[config.mk]
export PLATFORM = sky130hd
export DESIGN_NAME = hilo_div_ctrl
export DESIGN_NICKNAME = d
export VERILOG_FILES = /design/src/rtl/hilo_pkg.sv /design/src/rtl/hilo_regs.sv /design/src/rtl/hilo_div_ctrl.sv
export SDC_FILE = /design/constraint.sdc
export NUM_CORES = 1
export LEC_CHECK = 0
export CAP_MARGIN = 20
export CORE_MARGIN = 5
export CORE_UTILIZATION = 46
export CTS_BUF_LIST = sky130_fd_sc_hd__clkbuf_4 sky130_fd_sc_hd__clkbuf_8
export DETAILED_ROUTE_END_ITERATION = 10
export PLACE_DENSITY = 0.95
export SLEW_MARGIN = 5
export SYNTH_ARGS = -nofsm -noshare
export SYNTH_HDL_FRONTEND = slang
export SYNTH_SLANG_ARGS = --single-unit
[constraint.sdc]
create_clock -name clk -period 5.25 [get_ports clk]
set_clock_uncertainty 0.2 [all_clocks]
set_input_delay 1.575 -clock clk [delete_from_list [all_inputs] [get_ports clk]]
set_output_delay 1.575 -clock clk [all_outputs]
set_load 0.05 [all_outputs]
[src/rtl/hilo_pkg.sv]
// hilo_pkg: shared encodings for the HI/LO divide controller.
package hilo_pkg;
  localparam logic [1:0] OP_DIV  = 2'b00;
  localparam logic [1:0] OP_MTHI = 2'b01;
  localparam logic [1:0] OP_MTLO = 2'b10;
  localparam logic [1:0] OP_CLR  = 2'b11;
  localparam logic [1:0] ERR_NONE = 2'b00;
  localparam logic [1:0] ERR_DZ   = 2'b01;
  localparam logic [1:0] ERR_DO   = 2'b10;
  localparam logic [1:0] ERR_TO   = 2'b11;
  typedef enum logic [1:0] {
    S_IDLE  = 2'b00,
    S_ISSUE = 2'b01,
    S_WAIT  = 2'b10
  } state_e;
endpackage

[src/rtl/hilo_regs.sv]
// hilo_regs: HI/LO register pair with per-register write enables and a joint clear.
module hilo_regs #(
  parameter int WIDTH = 32
) (
  input  logic             clk,
  input  logic             rst_n,
  input  logic             clr_i,
  input  logic             hi_we_i,
  input  logic [WIDTH-1:0] hi_wd_i,
  input  logic             lo_we_i,
  input  logic [WIDTH-1:0] lo_wd_i,
  output logic [WIDTH-1:0] hi_o,
  output logic [WIDTH-1:0] lo_o
);
  logic [WIDTH-1:0] hi_q, hi_d, lo_q, lo_d;
  always_comb begin
    hi_d = clr_i ? '0 : hi_we_i ? hi_wd_i : hi_q;
    lo_d = clr_i ? '0 : lo_we_i ? lo_wd_i : lo_q;
  end
  always_ff @(posedge clk or negedge rst_n) begin
    if (!rst_n) begin
      hi_q <= '0;
      lo_q <= '0;
    end else begin
      hi_q <= hi_d;
      lo_q <= lo_d;
    end
  end
  assign hi_o = hi_q;
  assign lo_o = lo_q;
endmodule

[src/rtl/hilo_div_ctrl.sv]
// hilo_div_ctrl: sequences the external signed divider and owns HI/LO.
// Define DIV_ZERO_TRAP_EN to add the dz_trap one-cycle divide-by-zero pulse output.
module hilo_div_ctrl
  import hilo_pkg::*;
#(
  parameter int WIDTH   = 32,
  parameter int TIMEOUT = 40
) (
  input  logic               clk,
  input  logic               rst_n,
  input  logic               req_valid,
  output logic               req_ready,
  input  logic [1:0]         req_op,
  input  logic [WIDTH-1:0]   req_rs,
  input  logic [WIDTH-1:0]   req_rt,
  output logic               busy,
  output logic [WIDTH-1:0]   hi,
  output logic [WIDTH-1:0]   lo,
  output logic               div_start,
  output logic [2*WIDTH-1:0] div_a,
  output logic [WIDTH-1:0]   div_b,
  input  logic [WIDTH-1:0]   div_q,
  input  logic [WIDTH-1:0]   div_r,
  input  logic               div_dz,
  input  logic               div_do,
  input  logic               div_done,
  output logic [1:0]         err_code,
  input  logic               err_clr
`ifdef DIV_ZERO_TRAP_EN
  ,
  output logic               dz_trap
`endif
);
  localparam int CW = $clog2(TIMEOUT + 1);
  state_e state_q, state_d;
  logic [CW-1:0] cnt_q, cnt_d;
  logic [2*WIDTH-1:0] div_a_q, div_a_d;
  logic [WIDTH-1:0] div_b_q, div_b_d;
  logic [1:0] err_q, err_d;
  logic accept, take_div, done_w, tmo, commit_ok;
  logic hi_we, lo_we, hl_clr;
  logic [WIDTH-1:0] hi_wd, lo_wd;
  assign accept    = req_valid & req_ready;
  assign take_div  = accept & (req_op == OP_DIV);
  assign done_w    = (state_q == S_WAIT) & div_done;
  // done in the final WAIT cycle still commits; timeout only fires without it
  assign tmo       = (state_q == S_WAIT) & ~div_done & (cnt_q == CW'(TIMEOUT - 1));
  assign commit_ok = done_w & ~div_dz & ~div_do;
  always_ff @(posedge clk or negedge rst_n) begin
    if (!rst_n) state_q <= S_IDLE;
    else        state_q <= state_d;
  end
  always_comb begin
    state_d = state_q;
    unique case (state_q)
      S_IDLE:  state_d = take_div ? S_ISSUE : S_IDLE;
      S_ISSUE: state_d = S_WAIT;
      S_WAIT:  state_d = (div_done || tmo) ? S_IDLE : S_WAIT;
      default: state_d = S_IDLE;
    endcase
  end
  always_comb begin
    req_ready = state_q == S_IDLE;
    busy      = state_q != S_IDLE;
    div_start = state_q == S_ISSUE;
    hl_clr    = accept & (req_op == OP_CLR);
    hi_we     = commit_ok | (accept & (req_op == OP_MTHI));
    lo_we     = commit_ok | (accept & (req_op == OP_MTLO));
    hi_wd     = commit_ok ? div_r : req_rs;
    lo_wd     = commit_ok ? div_q : req_rs;
  end
  always_comb begin
    cnt_d   = (state_q == S_WAIT) ? cnt_q + CW'(1) : '0;
    div_a_d = take_div ? {{WIDTH{req_rs[WIDTH-1]}}, req_rs} : div_a_q;
    div_b_d = take_div ? req_rt : div_b_q;
    err_d   = (done_w && div_dz) ? ERR_DZ :
              (done_w && div_do) ? ERR_DO :
              tmo                ? ERR_TO :
              err_clr            ? ERR_NONE : err_q;
  end
  always_ff @(posedge clk or negedge rst_n) begin
    if (!rst_n) begin
      cnt_q   <= '0;
      div_a_q <= '0;
      div_b_q <= '0;
      err_q   <= ERR_NONE;
    end else begin
      cnt_q   <= cnt_d;
      div_a_q <= div_a_d;
      div_b_q <= div_b_d;
      err_q   <= err_d;
    end
  end
  assign div_a    = div_a_q;
  assign div_b    = div_b_q;
  assign err_code = err_q;
`ifdef DIV_ZERO_TRAP_EN
  logic dz_trap_q;
  always_ff @(posedge clk or negedge rst_n) begin
    if (!rst_n) dz_trap_q <= 1'b0;
    else        dz_trap_q <= done_w & div_dz;
  end
  assign dz_trap = dz_trap_q;
`endif
  hilo_regs #(.WIDTH(WIDTH)) u_regs (
    .clk     (clk),
    .rst_n   (rst_n),
    .clr_i   (hl_clr),
    .hi_we_i (hi_we),
    .hi_wd_i (hi_wd),
    .lo_we_i (lo_we),
    .lo_wd_i (lo_wd),
    .hi_o    (hi),
    .lo_o    (lo)
  );
endmodule

==> impl_metrics.tcl, run 1 <==
set metrics [dict create \
    status "finished clean" \
    start_kind "flop" \
    final-seq-area_um2 3450 \
    area_delta_synth_final_pct 51.1 \
    gr-total-overflow 0 \
    htree_levels 4 \
    post-route-period-util 0.773 \
    place_area_um2 9410 \
    slowest_delay_ns 0.95 \
    syn-cell-area_um2 6540 \
    timing.hold.worst.class "flop to flop" \
    power-per-cell-area_nw_per_um2 473 \
    dpl.hpwl_mm 14.1 \
    grt_antenna_before_repair 0 \
    cp.required_ns 3.48 \
    power_leakage_nw 4.32 \
    slowest_stage_cell_cp "sky130_fd_sc_hd__clkdlybuf4s50_1" \
    groute.usage.overall 0.230 \
    place.port_buffers 301 \
    synthesis.instances 499 \
    die_y_um 129 \
    tritoncts "built" \
    io_pins 302 \
    multi_input_combinational_cell_area_um2 2530 \
    netlist-cell-type-count 35 \
    worstSetupStartpoint "div_a[31]$_DFFE_PN0P_" \
    clock-sinks 138 \
    report.final.slew_viol_count 0 \
    synth.yosys.seq_area_share 0.528 \
    num_antenna_cells 0 \
    yosys_warnings 0 \
    vdd_drop_max_mv 0.248 \
    clkTransAtPathRegs_ns 0.07 \
    die_x_um 129 \
    count_of_endpoints_failing_hold_in_the_final_timing_report 0 \
    ant_nets 0 \
    stdcell_count 955 \
    hold_path_startpoint "cnt_q[0]$_DFF_PN0_" \
    wl_per_cell_um 20.4 \
    post_cts_hold_buffer_count 0 \
    worstPathCellList "clkdlybuf4s50_1" \
    rsz0062_at_grt "no" \
    placed_cells_incl_taps 923 \
    total_via_count_in_the_routed_design 4972 \
    cts.repair.resized 0 \
    detailedRoute.firstPassIterationCount 4 \
    relSlewSlack 0.327 \
    end_kind "output pin" \
    ys_seq_elements 138 \
    fp.coreArea_um2 13900 \
    start_util 0.469 \
    drv.max_cap_violation_count 0 \
    grt_pass1_vias 5603 \
    final.fill_count 898 \
    post-cts-setup-buffers 0 \
    cts_buffers 17 \
    gpl.final_weighted_congestion 0.840 \
    cpLargestDelayFamily "buffers and inverters" \
    worstPathBufferInverterCount 1 \
    drtIter0Drc 194 \
    place_ws_ns 0.718 \
    postSynthAreaPerCell_um2 13.1 \
    timing.final.setup_violations 0 \
    layout_min_cycle_time_ns 4.06 \
    finalNetCount 900 \
    grt_start_max_net_pins 82 \
    cts-root-buf "sky130_fd_sc_hd__clkbuf_8" \
    drt_wl_total_mm 19.5 \
    layout-drive-gt1-share 0.258 \
    post-route-drc-count 0 \
    worst_r2r_startpoint "state_q[0]$_DFF_PN0_" \
    max_freq_mhz 246 \
    syn_nets 637 \
    max_slew.worst_pin.slew_ns 1.01 \
    fp-row-count 43 \
    criticalPathCategory "flop to output pin" \
    timing.setup.tns_ns 0 \
    clock_latency_ns 0.44 \
    final_instance_area_um2 9880 \
    floorplan.die_area_um2 16700 \
    final_critical_path_setup_slack_ns 1.19 \
    critPathMaxFanout 34 \
    routed_via_density 5.21 \
    crit_arrival_ns 2.28 \
    cts_max_path_buffers 2 \
    grt_first_pass_wirelength_mm 29.7 \
]
==> routing by layer <==
| layer | track usage | part of all wire | up-vias | wire, um |
|---|---|---|---|---|
| li1 | - | - | 2235 | - |
| met1 | 0.254 | 0.37 | 2462 | 7250 |
| met2 | 0.405 | 0.51 | 232 | 9890 |
| met3 | 0.0713 | 0.085 | 43 | 1660 |
| met4 | 0.106 | 0.035 | 0 | 675 |
| met5 | 0 | 0 | - | 0 |
==> state kept, by name (all words and copies together) (netlist names) <==
signal	count
u_regs.lo_o	32
err_code	2
div_a	32
div_b	32
u_regs.hi_o	32
state_q	2
cnt_q	6
==> logic make-up (layout without fill, tap and decap cells) <==
group / count (synthesis) / after routing / share of synthesized area
AO/OA/AOI/OAI: 74 / 74 / 0.0911
adder cells (fa/ha/maj): 1 / 1 / 0.00191
AND/OR/NAND/NOR: 54 / 54 / 0.0509
XOR/XNOR: 3 / 3 / 0.00402
multiplexers: 128 / 128 / 0.237
buffers and inverters: 101 / 377 / 0.0871
flip-flops: 138 / 138 / 0.528
==> worst paths after layout <==
kind                                    endpoint  slack (ns)  cells past startpoint
setup / recovery                       div_a[49]        1.19                      1
hold / removal                cnt_q[0]$_DFF_PN0_        0.28                      1
hold reg to reg               cnt_q[0]$_DFF_PN0_        0.28                      1
setup reg to reg           div_a[23]$_DFFE_PN0P_        2.67                      3
min in group asynchronous  div_b[31]$_DFFE_PN0P_        0.97                      1
max in group asynchronous   div_a[3]$_DFFE_PN0P_        2.98                      2
==> metrics by stage <==
step	hold WS, ns	utilization	power, W
finish	0.283	0.709	0.00467
global route	0.324	0.709	0.00483
CTS	0.294	0.709	0.00471
detailed placement	0.285	0.675	0.00369
global placement	0.249	0.675	0.00365
floorplan	0.229	-	0.00293
==> layout by cell type (no fill, tap or decap), types with 6 or more instances in the layout <==
cell type	n
sky130_fd_sc_hd__buf_4	6
sky130_fd_sc_hd__clkbuf_8	22
sky130_fd_sc_hd__clkdlybuf4s50_1	300
sky130_fd_sc_hd__dfrtp_1	138
sky130_fd_sc_hd__inv_1	38
sky130_fd_sc_hd__mux2_2	96
sky130_fd_sc_hd__mux2_4	28
sky130_fd_sc_hd__nor2_1	7
sky130_fd_sc_hd__nor2b_1	34
sky130_fd_sc_hd__o21ai_0	33
sky130_fd_sc_hd__o221a_2	32
==> synth_stat cells, drive strengths merged <==
library cell	number	area [um^2]
nand2	1	3.75
o21ai	33	165
or3	2	12.5
nor2	7	26.3
nand3	3	15.0
a41o	1	10.0
xnor2	2	17.5
o21bai	1	7.51
and4b	1	10.0
nand2b	1	6.26
clkbuf	12	45.0
buf	51	382
mux2	128	1550
inv	38	143
ha	1	12.5
o221a	32	360
o311a	1	10.0
and2	1	6.26
a21o	1	7.51
dfrtp	138	3450
a211oi	2	15.0
or2b	1	7.51
a31o	1	8.76
and2b	1	7.51
nor2b	34	213
and4bb	2	25.0
o22ai	1	6.26
a21oi	1	5.00
xor2	1	8.76
==> report_power, final <==
group	leakage [nW]	switching, W	internal (W)
Combinational	2.40	0.00139	0.000833
Sequential	1.68	0.000150	0.00129
Clock	0.237	0.000400	0.000603
Total	4.32	0.00194	0.00273
==> layout make-up <==
cell class | count | share of cell area
clock buffers | 26 | 0.0337
clock inverters | 6 | 0.0134
inverters | 38 | 0.0144
multi-input cells | 260 | 0.256
flip-flops and latches | 138 | 0.350
well taps | 180 | 0.0228
repair buffers | 307 | 0.310
Note: power is estimated with default switching activity, not from simulation.
==> run 2, diff against run 1 <==
--- a/config.mk
+++ b/config.mk
@@ -7,10 +7,10 @@
 export LEC_CHECK = 0
 export CAP_MARGIN = 20
 export CORE_MARGIN = 5
-export CORE_UTILIZATION = 46
+export CORE_UTILIZATION = 39
 export CTS_BUF_LIST = sky130_fd_sc_hd__clkbuf_4 sky130_fd_sc_hd__clkbuf_8
 export DETAILED_ROUTE_END_ITERATION = 10
-export PLACE_DENSITY = 0.95
+export PLACE_DENSITY = 0.87
 export SLEW_MARGIN = 5
 export SYNTH_ARGS = -nofsm -noshare
 export SYNTH_HDL_FRONTEND = slang
==> constraint.sdc (replaced) <==
create_clock -name clk -period 3.3 [get_ports clk]
set_clock_uncertainty 0.2 [all_clocks]
set_input_delay 0.99 -clock clk [delete_from_list [all_inputs] [get_ports clk]]
set_output_delay 0.99 -clock clk [all_outputs]
set_load 0.05 [all_outputs]
==> impl_metrics.tcl, run 2 (synthesis results as in run 1) <==
set metrics [dict create \
    cts_max_path_buffers 2 \
    criticalPathCategory "flop to output pin" \
    commonest_non_fill_non_tap_cell_in_the_layout "sky130_fd_sc_hd__clkdlybuf4s50_1" \
    die_y_um 139 \
    fp.coreArea_um2 16500 \
    groute.usage.overall 0.203 \
    drt_wl_total_mm 19.5 \
    ant_nets 0 \
    grt_start_max_net_pins 58 \
    routed_via_density 4.98 \
    end_kind "output pin" \
    status "finished clean" \
    grt_antenna_before_repair 0 \
    power_leakage_nw 4.36 \
    clock-sinks 138 \
    fp-row-count 47 \
    max_freq_mhz 323 \
    tritoncts "built" \
    count_of_endpoints_failing_hold_in_the_final_timing_report 0 \
    start_util 0.396 \
    report.final.slew_viol_count 0 \
    max_slew.worst_pin.slew_ns 0.563 \
    timing.setup.tns_ns 0 \
    num_antenna_cells 0 \
    layout_min_cycle_time_ns 3.10 \
    final_util 0.599 \
    dpl.hpwl_mm 14.0 \
    cp.required_ns 2.11 \
    io_pins 302 \
    gr-total-overflow 0 \
    regToRegSetupSlack_ns 1.16 \
    power-per-cell-area_nw_per_um2 717 \
    crit_arrival_ns 1.91 \
    drtIter0Drc 202 \
    relSlewSlack 0.623 \
    floorplan.die_area_um2 19400 \
    cts-root-buf "sky130_fd_sc_hd__clkbuf_8" \
    rsz0062_at_grt "no" \
    finalNetCount 909 \
    start_kind "flop" \
    cts.repair.resized 0 \
    leading_cell_types_in_the_layout_fill_and_taps_excluded "sky130_fd_sc_hd__clkdlybuf4s50_1 (265), sky130_fd_sc_hd__dfrtp_1 (138), sky130_fd_sc_hd__mux2_2 (96)" \
    drv.max_cap_violation_count 0 \
    place.port_buffers 301 \
    grt_first_pass_wirelength_mm 31.1 \
    grt_pass1_vias 5392 \
    htree_levels 4 \
    vdd_drop_max_mv 0.398 \
    wl_per_cell_um 19.5 \
    post-route-drc-count 0 \
    critPathMaxFanout 6 \
    hold_path_startpoint "cnt_q[0]$_DFF_PN0_" \
    area_delta_synth_final_pct 51.4 \
    worstSetupStartpoint "state_q[1]$_DFF_PN0_" \
    post-cts-setup-buffers 0 \
    timing.final.setup_violations 0 \
    clock_latency_ns 0.43 \
    total_via_count_in_the_routed_design 4999 \
    slowest_stage_cell_cp "sky130_fd_sc_hd__clkdlybuf4s50_1" \
    post_cts_hold_buffer_count 0 \
    worst_r2r_startpoint "state_q[0]$_DFF_PN0_" \
    detailedRoute.firstPassIterationCount 4 \
    die_x_um 139 \
    slowest_delay_ns 0.85 \
    cts_buffers 17 \
    clkTransAtPathRegs_ns 0.07 \
    timing.hold.worst.class "flop to flop" \
    worstPathCellList "nor2b_1 > clkdlybuf4s50_1" \
    post-route-period-util 0.939 \
    layout-drive-gt1-share 0.311 \
    gpl.final_weighted_congestion 0.800 \
]
-- run 2: changes by cell type in the layout (fill, tap and decap cells not counted), moves of 4 or more --
cell	previous run	this run
sky130_fd_sc_hd__buf_4	6	42
sky130_fd_sc_hd__clkdlybuf4s50_1	300	265
sky130_fd_sc_hd__buf_12	0	7
sky130_fd_sc_hd__clkinvlp_4	1	6
sky130_fd_sc_hd__clkbuf_4	4	0
sky130_fd_sc_hd__clkbuf_8	22	18
-- run 2: final timing paths --
| kind | cells after the start | to |
|---|---|---|
| max | 2 | div_start |
| min | 1 | cnt_q[0]$_DFF_PN0_ |
| max reg2reg | 4 | u_regs.hi_o[15]$_DFFE_PN0P_ |
| min reg2reg | 1 | cnt_q[0]$_DFF_PN0_ |
| max in group asynchronous | 2 | u_regs.lo_o[18]$_DFFE_PN0P_ |
| min in group asynchronous | 1 | div_b[22]$_DFFE_PN0P_ |
-- run 2: power by group --
group,internal (W),leakage (nW),switching [W]
Clock,0.000616,0.174,0.000694
Sequential,0.00206,1.68,0.000195
Combinational,0.00130,2.51,0.00223
-- run 2: per-stage QoR --
step	std cells	cell area (um^2)	worst slack (ns)	hold WS [ns]	total power (W)
5_1_grt	1004	9900	0.0867	0.297	0.00742
3_3_place_gp	972	9530	0.125	0.249	0.00580
4_1_cts	1004	9900	0.146	0.271	0.00719
2_1_floorplan	499	6540	0.527	0.229	0.00466
6_report	1004	9900	0.202	0.270	0.00710
3_5_place_dp	972	9530	0.106	0.261	0.00585
-- run 2: critical path: cells and delay by family, from the launching register on --
family,cells,cell delay (ns)
flip-flops,1,0.43
buffers and inverters,1,0.85
AND/OR/NAND/NOR,1,0.20
-- run 2: routing by layer --
metal  track usage  up-vias  routed length (um)
li1              -     2262                   -
met1         0.246     2489                7990
met2         0.340      219                9550
met3        0.0738       29                1630
met4        0.0597        0                 363
met5             0        -                   0
-- run 2: final cells by class --
cell class	count	area, um^2
Multi-Input combinational cell	260	2530
Fill cell	1316	6630
Sequential cell	138	3450
Timing Repair Buffer	316	3120
Clock buffer	18	248
Tap cell	220	275
Inverter	38	143
Clock inverter	14	121
==> run 3, diff against run 2 <==
--- a/config.mk
+++ b/config.mk
@@ -7,10 +7,10 @@
 export LEC_CHECK = 0
 export CAP_MARGIN = 20
 export CORE_MARGIN = 5
-export CORE_UTILIZATION = 39
+export CORE_UTILIZATION = 35
 export CTS_BUF_LIST = sky130_fd_sc_hd__clkbuf_4 sky130_fd_sc_hd__clkbuf_8
 export DETAILED_ROUTE_END_ITERATION = 10
-export PLACE_DENSITY = 0.87
+export PLACE_DENSITY = 0.8
 export SLEW_MARGIN = 5
 export SYNTH_ARGS = -nofsm -noshare
 export SYNTH_HDL_FRONTEND = slang
==> impl_metrics.tcl, run 3 (synthesis results as in run 1) <==
set metrics [dict create \
    status "finished clean" \
    cpLargestDelayFamily "buffers and inverters" \
    gpl.final_weighted_congestion 0.776 \
    power.internal_w 0.00409 \
    drv.max_cap_violation_count 0 \
    clock_latency_ns 0.44 \
    combPwrFrac 0.492 \
    post_cts_hold_buffer_count 0 \
    final_instance_area_um2 9970 \
    worst_path_depth 3 \
    commonest_non_fill_non_tap_cell_in_the_layout "sky130_fd_sc_hd__clkdlybuf4s50_1" \
    grt_pass1_vias 5498 \
    final.fill_count 1599 \
    wl_per_cell_um 19.4 \
    clockPowerShare 0.195 \
    cts_max_path_buffers 2 \
    layout-drive-gt1-share 0.313 \
    end_kind "output pin" \
    power_leakage_nw 4.41 \
    clock-sinks 138 \
    criticalPathCategory "flop to output pin" \
    crit_arrival_ns 1.93 \
    die_y_um 147 \
    grt_antenna_before_repair 0 \
    cts-root-buf "sky130_fd_sc_hd__clkbuf_8" \
    worst_hold_path.num_cells 1 \
    slowest_stage_cell_cp "sky130_fd_sc_hd__clkdlybuf4s50_1" \
    routed_via_density 4.89 \
    fp.coreArea_um2 18500 \
    report.final.slew_viol_count 0 \
    cts_buffers 17 \
    power.switching_w 0.00311 \
    floorplan.die_area_um2 21500 \
    critPathMaxFanout 6 \
    timing.hold.worst.class "flop to flop" \
    dpl.hpwl_mm 14.6 \
    sw_frac_of_total 0.432 \
    start_util 0.353 \
    io_pins 302 \
    max_slew.worst_pin.slew_ns 0.570 \
    post-route-drc-count 0 \
    reg2regPathDepth 4 \
    timing.setup.tns_ns 0 \
    final_critical_path_setup_slack_ns 0.182 \
    place_area_um2 9580 \
    place.port_buffers 301 \
    worstPathBufferInverterCount 2 \
    post-route-period-util 0.945 \
    die_x_um 147 \
    start_kind "flop" \
    area_delta_synth_final_pct 52.6 \
    detailedRoute.firstPassIterationCount 4 \
    leading_cell_types_in_the_layout_fill_and_taps_excluded "sky130_fd_sc_hd__clkdlybuf4s50_1 (266), sky130_fd_sc_hd__dfrtp_1 (138), sky130_fd_sc_hd__mux2_2 (96)" \
    grt_start_max_net_pins 55 \
    share_seq_of_total_power 0.313 \
    timing.final.setup_violations 0 \
    place_ws_ns 0.249 \
    power-per-cell-area_nw_per_um2 722 \
    vdd_drop_max_mv 0.323 \
    worstPathCellList "nor2_1 > buf_4 > clkdlybuf4s50_1" \
    total_via_count_in_the_routed_design 5001 \
    post-cts-setup-buffers 0 \
    relSlewSlack 0.619 \
    rsz0062_at_grt "no" \
    htree_levels 4 \
    ant_nets 0 \
    drtIter0Drc 211 \
    num_antenna_cells 0 \
    grt_first_pass_wirelength_mm 31.1 \
    cp.required_ns 2.11 \
    cts.repair.resized 0 \
    drt_wl_total_mm 19.8 \
    tritoncts "built" \
    slowest_delay_ns 0.81 \
    count_of_endpoints_failing_hold_in_the_final_timing_report 0 \
    gr-total-overflow 0 \
    groute.usage.overall 0.183 \
    final_util 0.539 \
    max_freq_mhz 321 \
    clkTransAtPathRegs_ns 0.08 \
    layout_min_cycle_time_ns 3.12 \
    finalNetCount 913 \
    fp-row-count 50 \
]
-- run 3: layout make-up --
cell class,count,area (um^2),area share
multi-input cells,260,2530,0.254
clock buffers,21,277,0.0277
repair buffers,320,3160,0.317
inverters,38,143,0.0143
well taps,234,293,0.0294
clock inverters,11,120,0.0120
flip-flops and latches,138,3450,0.346
-- run 3: final timing paths --
| path | slack [ns] | endpoint | from |
|---|---|---|---|
| max reg2reg | 1.24 | u_regs.hi_o[13]$_DFFE_PN0P_ | state_q[0]$_DFF_PN0_ |
| max in group asynchronous | 1.93 | div_a[1]$_DFFE_PN0P_ | rst_n |
| min in group asynchronous | 0.32 | u_regs.lo_o[24]$_DFFE_PN0P_ | rst_n |
| max | 0.18 | req_ready | state_q[0]$_DFF_PN0_ |
| min | 0.27 | cnt_q[0]$_DFF_PN0_ | cnt_q[0]$_DFF_PN0_ |
| min reg2reg | 0.27 | cnt_q[0]$_DFF_PN0_ | cnt_q[0]$_DFF_PN0_ |
-- run 3: routing by layer --
| metal | wire length, um | track usage |
|---|---|---|
| met4 | 446 | 0.0626 |
| met5 | 0 | 0 |
| met1 | 7860 | 0.213 |
| met3 | 1720 | 0.0670 |
| met2 | 9800 | 0.313 |
-- run 3: power groups by stage --
stage,combinational [W],clock (W),sequential [W]
floorplan,0.00107,0,0.00359
global placement,0.00353,0,0.00227
detailed placement,0.00357,0,0.00228
CTS,0.00357,0.00146,0.00226
global route,0.00368,0.00153,0.00230
finish,0.00354,0.00141,0.00225
-- run 3: through the flow --
step	power [W]	cells	hold slack, ns
6_report	0.00720	1022	0.273
3_3_place_gp	0.00580	990	0.252
4_1_cts	0.00729	1022	0.278
2_1_floorplan	0.00466	499	0.229
5_1_grt	0.00751	1022	0.297
3_5_place_dp	0.00585	990	0.266
